**config.mk**
```make
export PLATFORM = sky130hd
export DESIGN_NAME = sobel_pipe
export DESIGN_NICKNAME = d
export VERILOG_FILES = /design/src/rtl/sobel_pkg.sv /design/src/rtl/sobel_frame_ctr.sv /design/src/rtl/sobel_pipe.sv
export SDC_FILE = /design/constraint.sdc
export NUM_CORES = 1
export LEC_CHECK = 0
export BUFFER_PORTS_ARGS = -buffer_cell sky130_fd_sc_hd__buf_2
export CORE_UTILIZATION = 50
export CTS_CLUSTER_SIZE = 16
export DETAILED_ROUTE_END_ITERATION = 8
export PLACE_DENSITY = 0.73
export SYNTH_ARGS = -nofsm -noshare
export SYNTH_HDL_FRONTEND = slang
export SYNTH_SLANG_ARGS = --single-unit
```
**constraint.sdc**
```tcl
create_clock -name clk -period 2.9 [get_ports clk]
set_input_delay 0.58 -clock clk [delete_from_list [all_inputs] [get_ports clk]]
set_output_delay 0.58 -clock clk [all_outputs]
set_load 0.02 [all_outputs]
```
**src/rtl/sobel_pkg.sv**
```systemverilog
// sobel_pkg: shared Sobel kernels, width helper and stage payload for sobel_pipe.
package sobel_pkg;
  localparam int PAY_W = 32;
  localparam int signed KX [3][3] = '{'{-1, 0, 1}, '{-2, 0, 2}, '{-1, 0, 1}};
  localparam int signed KY [3][3] = '{'{-1, -2, -1}, '{0, 0, 0}, '{1, 2, 1}};
  typedef struct packed {
    logic signed [PAY_W-1:0] gx;
    logic signed [PAY_W-1:0] gy;
    logic [PAY_W-1:0] thr;
  } grad_t;
  function automatic int grad_w(input int pix_w);
    return pix_w + 3;
  endfunction
  function automatic logic [PAY_W-1:0] abs_pay(input logic signed [PAY_W-1:0] v);
    return v[PAY_W-1] ? PAY_W'(-v) : PAY_W'(v);
  endfunction
endpackage

```
**src/rtl/sobel_frame_ctr.sv**
```systemverilog
// sobel_frame_ctr: counts output transfers per frame, tallies edges, pulses sobel_done.
module sobel_frame_ctr #(
  parameter int FRAME_PIX = 16,
  localparam int CNT_W = $clog2(FRAME_PIX + 1),
  localparam int PIX_CW = $clog2(FRAME_PIX)
) (
  input logic clk,
  input logic rst,
  input logic xfer,
  input logic is_edge,
  output logic [CNT_W-1:0] edge_count,
  output logic sobel_done
);
  logic [PIX_CW-1:0] pix_cnt;
  logic last;
  assign last = pix_cnt == PIX_CW'(FRAME_PIX - 1);
  // edge_count survives past the frame end and is restarted by the first pixel of the next frame
  always_ff @(posedge clk or posedge rst)
    if (rst) begin
      pix_cnt <= '0;
      edge_count <= '0;
      sobel_done <= 1'b0;
    end else begin
      sobel_done <= xfer & last;
      if (xfer) begin
        pix_cnt <= last ? '0 : pix_cnt + 1'b1;
        edge_count <= (pix_cnt == '0 ? '0 : edge_count) + CNT_W'(is_edge);
      end
    end
endmodule

```
**src/rtl/sobel_pipe.sv**
```systemverilog
// sobel_pipe: 3-stage Sobel gradient / edge-detect pipeline with valid-ready handshakes.
module sobel_pipe
  import sobel_pkg::*;
#(
  parameter int PIX_W = 8,
  parameter int FRAME_PIX = 16,
  localparam int GRAD_W = grad_w(PIX_W),
  localparam int CNT_W = $clog2(FRAME_PIX + 1)
) (
  input logic clk,
  input logic rst,
  input logic in_valid,
  output logic in_ready,
  input logic [2:0][2:0][PIX_W-1:0] comp_matrix,
  input logic [GRAD_W-1:0] threshold,
  output logic out_valid,
  input logic out_ready,
  output logic output_pixel,
  output logic [PIX_W-1:0] out_mag,
  output logic [CNT_W-1:0] edge_count,
  output logic sobel_done
);
  if (GRAD_W > PAY_W) begin : g_w_chk
    $error("sobel_pipe: PIX_W too wide for stage payload");
  end
  if (FRAME_PIX < 2) begin : g_f_chk
    $error("sobel_pipe: FRAME_PIX must be at least 2");
  end
  logic signed [GRAD_W-1:0] gx, gy;
  logic advance, s1_vld, s2_vld;
  grad_t s1;
  logic [PAY_W-1:0] s2_sum, s2_thr;
  always_comb begin
    gx = '0;
    gy = '0;
    for (int r = 0; r < 3; r++)
      for (int c = 0; c < 3; c++) begin
        gx = gx + GRAD_W'(KX[r][c]) * $signed(GRAD_W'(comp_matrix[r][c]));
        gy = gy + GRAD_W'(KY[r][c]) * $signed(GRAD_W'(comp_matrix[r][c]));
      end
  end
  // single global enable: every stage moves unless a held result is blocking the output
  assign advance = ~out_valid | out_ready;
  assign in_ready = advance;
  always_ff @(posedge clk or posedge rst)
    if (rst) begin
      s1_vld <= 1'b0;
      s2_vld <= 1'b0;
      out_valid <= 1'b0;
      output_pixel <= 1'b0;
      out_mag <= '0;
      s1 <= '0;
      s2_sum <= '0;
      s2_thr <= '0;
    end else if (advance) begin
      s1_vld <= in_valid;
      s1 <= '{gx: PAY_W'(gx), gy: PAY_W'(gy), thr: PAY_W'(threshold)};
      s2_vld <= s1_vld;
      s2_sum <= abs_pay(s1.gx) + abs_pay(s1.gy);
      s2_thr <= s1.thr;
      out_valid <= s2_vld;
      output_pixel <= s2_sum > s2_thr;
      out_mag <= |(s2_sum >> PIX_W) ? '1 : s2_sum[PIX_W-1:0];
    end
  sobel_frame_ctr #(.FRAME_PIX(FRAME_PIX)) u_ctr (
    .clk(clk),
    .rst(rst),
    .xfer(out_valid & out_ready),
    .is_edge(output_pixel),
    .edge_count(edge_count),
    .sobel_done(sobel_done)
  );
endmodule

```
==> results of run 1 <==
-- routing by layer --
| layer | vias up | share of wire [%] |
|---|---|---|
| li1 | 3813 | - |
| met5 | - | 0 |
| met1 | 3762 | 46 |
| met2 | 160 | 50 |
| met3 | 30 | 3.1 |
| met4 | 0 | 1.7 |
-- worst reg2reg max path, stage by stage, from the launching register on --
cell     delay, ps
dfrtp_1        400
inv_2           90
ha_1           280
nand2_1         40
o21ai_0        130
inv_1          100
fa_1           470
nor2b_4        160
o31a_4         170
o21ai_0        100
a21oi_1        240
o21ai_1        130
and3_1         210
o31ai_1        180
-- how the worst max path moves through the flow --
| stage | slack [ps] | end | start | cells past startpoint |
|---|---|---|---|---|
| finish | -1110 | s1[74]$_DFFE_PP0P_ | comp_matrix[5] | 25 |
| global route | -1200 | s1[41]$_DFFE_PP0P_ | comp_matrix[13] | 16 |
| CTS | -980 | s1[73]$_DFFE_PP0P_ | comp_matrix[5] | 17 |
| global placement | -1350 | s1[74]$_DFFE_PP0P_ | comp_matrix[0] | 19 |
| floorplan | -1130 | s1[41]$_DFFE_PP0P_ | comp_matrix[2] | 15 |
| detailed placement | -1490 | s1[74]$_DFFE_PP0P_ | comp_matrix[0] | 19 |
-- metrics by stage --
| stage | total power, mW | area [um2] | hold slack (ps) |
|---|---|---|---|
| final | 11.7 | 11400 | 429 |
| after global routing | 12.8 | 11400 | 432 |
| after CTS | 11.2 | 11100 | 430 |
| after detailed placement | 9.59 | 10500 | 448 |
| after global placement | 9.39 | 10500 | 445 |
| after floorplan | 7.50 | 9260 | 430 |
-- synthesized netlist by cell type (6+ instances only) --
cell        n  area share [%]
nand2_1   154             6.5
a21o_1     12             1.0
fa_1       63              14
nor4_1      8            0.57
o41ai_1     7            0.69
ha_1       76              11
inv_1     138             5.9
o21a_1      6            0.51
nor2_1     70             3.0
xnor2_1    50             5.0
nand2b_1    9            0.64
xor2_1     27             2.7
nor3_1     17            0.96
nand3_1    21             1.2
o21ai_0    75             4.3
nand4_1    11            0.78
clkbuf_1   27             1.1
dfrtp_1    96              27
a21oi_1    78             4.4
o21bai_1    8            0.68
o31ai_1     6            0.51
-- cell families (layout without fill, tap and decap cells) --
family / Yosys count / in the layout / synth area share [%]
AO/OA/AOI/OAI: 229 / 229 / 16.4
XOR/XNOR: 77 / 77 / 7.64
adder cells (fa/ha/maj): 139 / 139 / 25.1
buffers and inverters: 168 / 345 / 7.16
flip-flops: 96 / 96 / 27.2
other: 1 / 38 / 0.0425
AND/OR/NAND/NOR: 323 / 323 / 16.5
-- sequential cells by signal (all words and copies together) (netlist names) --
signal	flops
output_pixel	1
s2_sum	31
out_mag	8
s2_thr	11
s1_vld	1
s2_vld	1
u_ctr.sobel_done	1
u_ctr.edge_count	5
out_valid	1
s1	32
u_ctr.pix_cnt	4
-- cell type report --
type	instances	share of cell area (%)
well taps	225	2.47
flip-flops and latches	96	21.1
clock inverters	5	0.582
multi-input cells	806	57.2
repair buffers	192	11.8
inverters	138	4.75
clock buffers	10	2.10
-- power by group --
part / leakage [nW] / switching [mW] / internal (mW) / total [mW]
clock: 0.147 / 0.517 / 0.696 / 1.21
sequential: 1.12 / 0.464 / 1.90 / 2.36
combinational: 4.15 / 4.34 / 3.78 / 8.13
-- timing repair --
action / CTS / global route
pin swaps: 25 / 41
setup buffers: 16 / 7
setup endpoints to repair: 18 / 20
resized for setup: 37 / 48
cloned: 0 / 0
hold buffers: 0 / 0
==> results.ini, run 1 <==
[floorplan]
start_util_pct=51.0
row_count=48
die_w_um=135
dieArea_um2=18200
core_area_um2=17300
die_h_um=135
ios=104

[setup_path]
worst-path-buf-inv=13
r2r-end=s2_sum[8]$_DFFE_PP0P_
crit_path_end_kind=flop
r2r-start=s1[64]$_DFFE_PP0P_
slowest_stage=nor4_4
r2r_cells=13
path_common_cell=buf_4
path_max_fanout=2
worst_ep_required_time_ps=3120
crit_path_max_incr_delay_ps=290
critPathKind=in2reg
cpLargestDelayFamily=buffers and inverters
r2r_slack_ps=120
critPathArrivalTime_ps=4230
start_kind=input port

[finish]
final_cell_mix=nand2_1 (151), inv_1 (121), dfrtp_1 (95)
fin_cells=1472
drive_above_1_share_pct=25.0
fillers=1371
multiInputGateArea_um2=6520
final_common_cell=nand2_1
n_antenna_cell=0
syn2layout_area_growth_pct=29.1
regArea_um2=2400
nets=1469
post-route-util_pct=65.9

[route]
drt_iter0_markers=410
wl_mm=21.5
postRouteAntennaNets=0
vias_per_cell=5.28
drtPass1Iterations=4
drc=0
routedWlPerCell_um=14.6
num_vias=7765

[synth]
mappedNetlistArea_um2=8830
synth_edf_count=0
yosysSeqAreaShare_pct=27.2
async_flop_share_pct=100
syn_avg_cell_area_um2=8.55
synth_cell_types=58
syn_inst=1033
synth-seq-cells=96
ys_warn_count=0
synthFlopType=dfrtp_1

[placement]
gp_congestion=0.939
port_buffers=95
dp_cells=1437
dp_slack_ps=-1490
place_hpwl_mm=16.3

[global_routing]
use_met3_pct=2.18
grt_max_degree=63
met2_usage_pct=42.7
grt_use_total_pct=24.7
met1_usage_pct=33.0
grt_pass1_vias=7818
grt_pass1_wl_mm=35.8
grt_overflow=0
grt_most_used_layer=met2
antenna_found_initial=0

[worst_hold_path]
min_path_type=in2async

[sta]
period_minus_slack_ps=4010
hold_violations=0
tightestPinTransition_ps=927
setup_viol=16
skew_ps=9.81
relSlewSlack_pct=38.1
slew_violations=0
post-route-period-util_pct=138
rsz0062_at_grt=true
setup-tns-final_ps=-12000
timing.fmax_mhz=249
fin_ws_ps=-1110

[pwr]
ir_worst_vdd_mv=1.02
p_per_area_nw_per_um2=1030
p_leak_nw=5.42

[clock_network]
cts-root-buf=clkbuf_16
clkTransAtPathRegs_ps=70
cts_buffer_depth=2
cts_made_buffers=9
cts_sinks=96
cts_tree=built
clock_latency_ps=340
htreeDepth=3

[flow_run]
cap_viol_max_count=0

[outcome]
violations=negative setup slack
status=complete, but fails checks

Note: power is estimated with default switching activity, not from simulation.
==> run 2: changes to the inputs <==
--- a/config.mk
+++ b/config.mk
@@ -5,11 +5,13 @@
 export SDC_FILE = /design/constraint.sdc
 export NUM_CORES = 1
 export LEC_CHECK = 0
+export ABC_AREA = 1
 export BUFFER_PORTS_ARGS = -buffer_cell sky130_fd_sc_hd__buf_2
-export CORE_UTILIZATION = 50
+export CORE_UTILIZATION = 55
 export CTS_CLUSTER_SIZE = 16
 export DETAILED_ROUTE_END_ITERATION = 8
-export PLACE_DENSITY = 0.73
+export MAX_ROUTING_LAYER = met4
+export PLACE_DENSITY = 0.78
 export SYNTH_ARGS = -nofsm -noshare
 export SYNTH_HDL_FRONTEND = slang
 export SYNTH_SLANG_ARGS = --single-unit
==> run 2 against run 1 <==
The flow still finishes with violations (negative setup slack). First-iteration DRC count rose by 48%. Setup slack improved by 200 ps. Synthesized cell count rose by 34%. Design area rose by 6.6%. Count of clock-buffer cells in the layout fell by 1. Clock skew fell by 1.1 ps. Routed wire length rose by 16%. Global-route usage rose by 4.5 points. Synthesized area rose by 9.5%. Non-clock buffer count rose by 3. Register-to-register slack improved by 100 ps. Critical path depth fell by 7. Critical path type unchanged. Critical endpoint is now s1[72]$_DFFE_PP0P_.
==> results.ini, run 2 <==
[placement]
dp_cells=1812
dp_slack_ps=-1290
place_hpwl_mm=19.4
gp_congestion=0.918
port_buffers=95

[global_routing]
grt_max_degree=72
grt_use_total_pct=29.1
grt_overflow=0
antenna_found_initial=0
grt_pass1_vias=8908
grt_pass1_wl_mm=40.9

[setup_path]
path_max_fanout=3
r2r-start=s1[64]$_DFFE_PP0P_
critPathKind=in2reg
worst_ep_required_time_ps=3130
critPathArrivalTime_ps=4040
crit_path_end_kind=flop
start_kind=input port
crit_start=comp_matrix[1]

[synth]
synthTopCellsByCount=nand2_1 (414), inv_1 (303), dfrtp_1 (96)
mappedNetlistArea_um2=9670
syn_avg_cell_area_um2=6.96
yosys.area.top_type_share_pct=24.9
synth_compound_area_share_pct=6.56
yosysSeqAreaShare_pct=24.9
synth-seq-cells=96
synth_top_area_cell=dfrtp_1
synth_simple_gate_area_share_pct=28.5
synth_edf_count=0
synthTopCellsByArea=dfrtp_1 (25%), nand2_1 (16%), fa_1 (13%), inv_1 (12%), ha_1 (9.8%)
synthFlopType=dfrtp_1
ys_warn_count=0
synth_top_family_by_area=simple AND/OR/NAND/NOR gates
synth_cell_types=38
synthAdderAreaFrac_pct=22.9
async_flop_share_pct=100
synthMuxAreaShare_pct=0.117
syn_inst=1389
post_synth_xor_area_fraction_pct=4.08
yosysMostFrequentCell=nand2_1

[route]
drt_iter0_markers=606
drc=0
vias_per_cell=4.98
postRouteAntennaNets=0
wl_mm=25.0
routedWlPerCell_um=13.6
num_vias=9170
drtPass1Iterations=7

[sta]
setup_viol=16
rsz0062_at_grt=true
skew_ps=8.74
period_minus_slack_ps=3810
fin_ws_ps=-905
post-route-period-util_pct=131
hold_violations=0
relSlewSlack_pct=53.5
timing.fmax_mhz=263
tightestPinTransition_ps=698
slew_violations=0

[finish]
syn2layout_area_growth_pct=25.7
largest_register_ffs=32
fin_cells=1841
largestRegisters=s1 (32), s2_sum (31), s2_thr (11)
drive_above_1_share_pct=21.7
final_common_cell=nand2_1
final_cell_mix=nand2_1 (399), inv_1 (272), dfrtp_1 (96)
regMostFlops=s1
post-route-util_pct=70.5
nets=1837
n_antenna_cell=0

[clock_network]
cts_sinks=96
htreeDepth=3
clock_latency_ps=350
clkTransAtPathRegs_ps=70
cts_tree=built
cts_made_buffers=9
cts_buffer_depth=2
cts-root-buf=clkbuf_16

[floorplan]
die_w_um=135
row_count=48
start_util_pct=56.1
core_area_um2=17200
ios=104
dieArea_um2=18100
die_h_um=135

[pwr]
p_leak_nw=6.75
p_per_area_nw_per_um2=1050
power_mw=12.8
ir_worst_vdd_mv=0.758

[outcome]
violations=negative setup slack
status=complete, but fails checks

[flow_run]
cap_viol_max_count=0

[worst_hold_path]
min_path_type=in2async

run 2: changes by cell type after synthesis, moves of 10 or more:
cell	change
nand3_1	+62
nor2_1	+21
xnor2_1	-29
inv_1	+165
a21oi_1	-41
o21ai_0	-15
a21o_1	-10
clkbuf_1	-14
nand2_1	+260
run 2: cells by family after synthesis:
kind of cell	count (synthesis)
AO/OA/AOI/OAI	120
XOR/XNOR	45
adder cells (fa/ha/maj)	139
buffers and inverters	331
flip-flops	96
multiplexers	1
other	1
AND/OR/NAND/NOR	656
run 2: what timing repair did:
item                                   4_1_cts  5_1_grt
endpoints found under the hold margin        0        0
pin swaps                                   59       46
gates resized for setup                     43       53
hold buffers                                 0        0
setup endpoints to repair                   18       21
buffers inserted                            12        3
run 2: critical path: stages:
cell and delay (ps):
buf_12 120, nor3_4 250, buf_6 140, nand4_1 140, nand2_1 120, inv_2 60
fa_1 530, fa_1 440, fa_1 580, ha_4 230, a21oi_2 160, nand2_2 80
nand2_2 80, nand2_2 60, a21oi_2 170, nor2_1 80, o21ai_1 160, nand2_1 70
run 2: where the power goes:
part           total, mW  leakage, nW  switching (mW)  internal (mW)
clock               1.25        0.150           0.559          0.687
combinational       9.27         5.47            5.25           4.02
sequential          2.27         1.13           0.379           1.89
run 2: final cells by class:
type | count | area (um2)
fill | 1389 | 5090
clock buffer | 9 | 225
sequential | 96 | 2400
tap | 225 | 282
timing repair buffer | 195 | 1310
multi-input combinational | 999 | 6650
clock inverter | 7 | 86.3
inverter | 310 | 1200
run 2: final timing paths:
path | end | slack, ps | cells after the start
max | s1[72]$_DFFE_PP0P_ | -910 | 18
max reg2reg | s2_sum[11]$_DFFE_PP0P_ | 220 | 16
min | u_ctr.pix_cnt[0]$_DFFE_PP0P_ | 250 | 2
min reg2reg | out_mag[0]$_DFFE_PP0P_ | 480 | 2
min in group clk | s1[1]$_DFFE_PP0P_ | 430 | 3
max in group asynchronous | s2_sum[19]$_DFFE_PP0P_ | 2020 | 3
run 2: per-layer routing:
| metal | vias up | GRT usage (%) | part of all wire, % |
|---|---|---|---|
| met2 | 234 | 50.6 | 50 |
| li1 | 4646 | - | - |
| met5 | - | - | 0 |
| met3 | 54 | 2.52 | 3.5 |
| met4 | 0 | 6.74 | 2.1 |
| met1 | 4236 | 37.0 | 44 |
run 2: through the flow:
stage | hold slack [ps] | cell area (um2) | TNS [ps]
floorplan | 440 | 10100 | -10030
global placement | 448 | 11400 | -16830
detailed placement | 462 | 11400 | -18300
CTS | 261 | 11900 | -10270
global route | 293 | 12100 | -12940
finish | 246 | 12100 | -10980
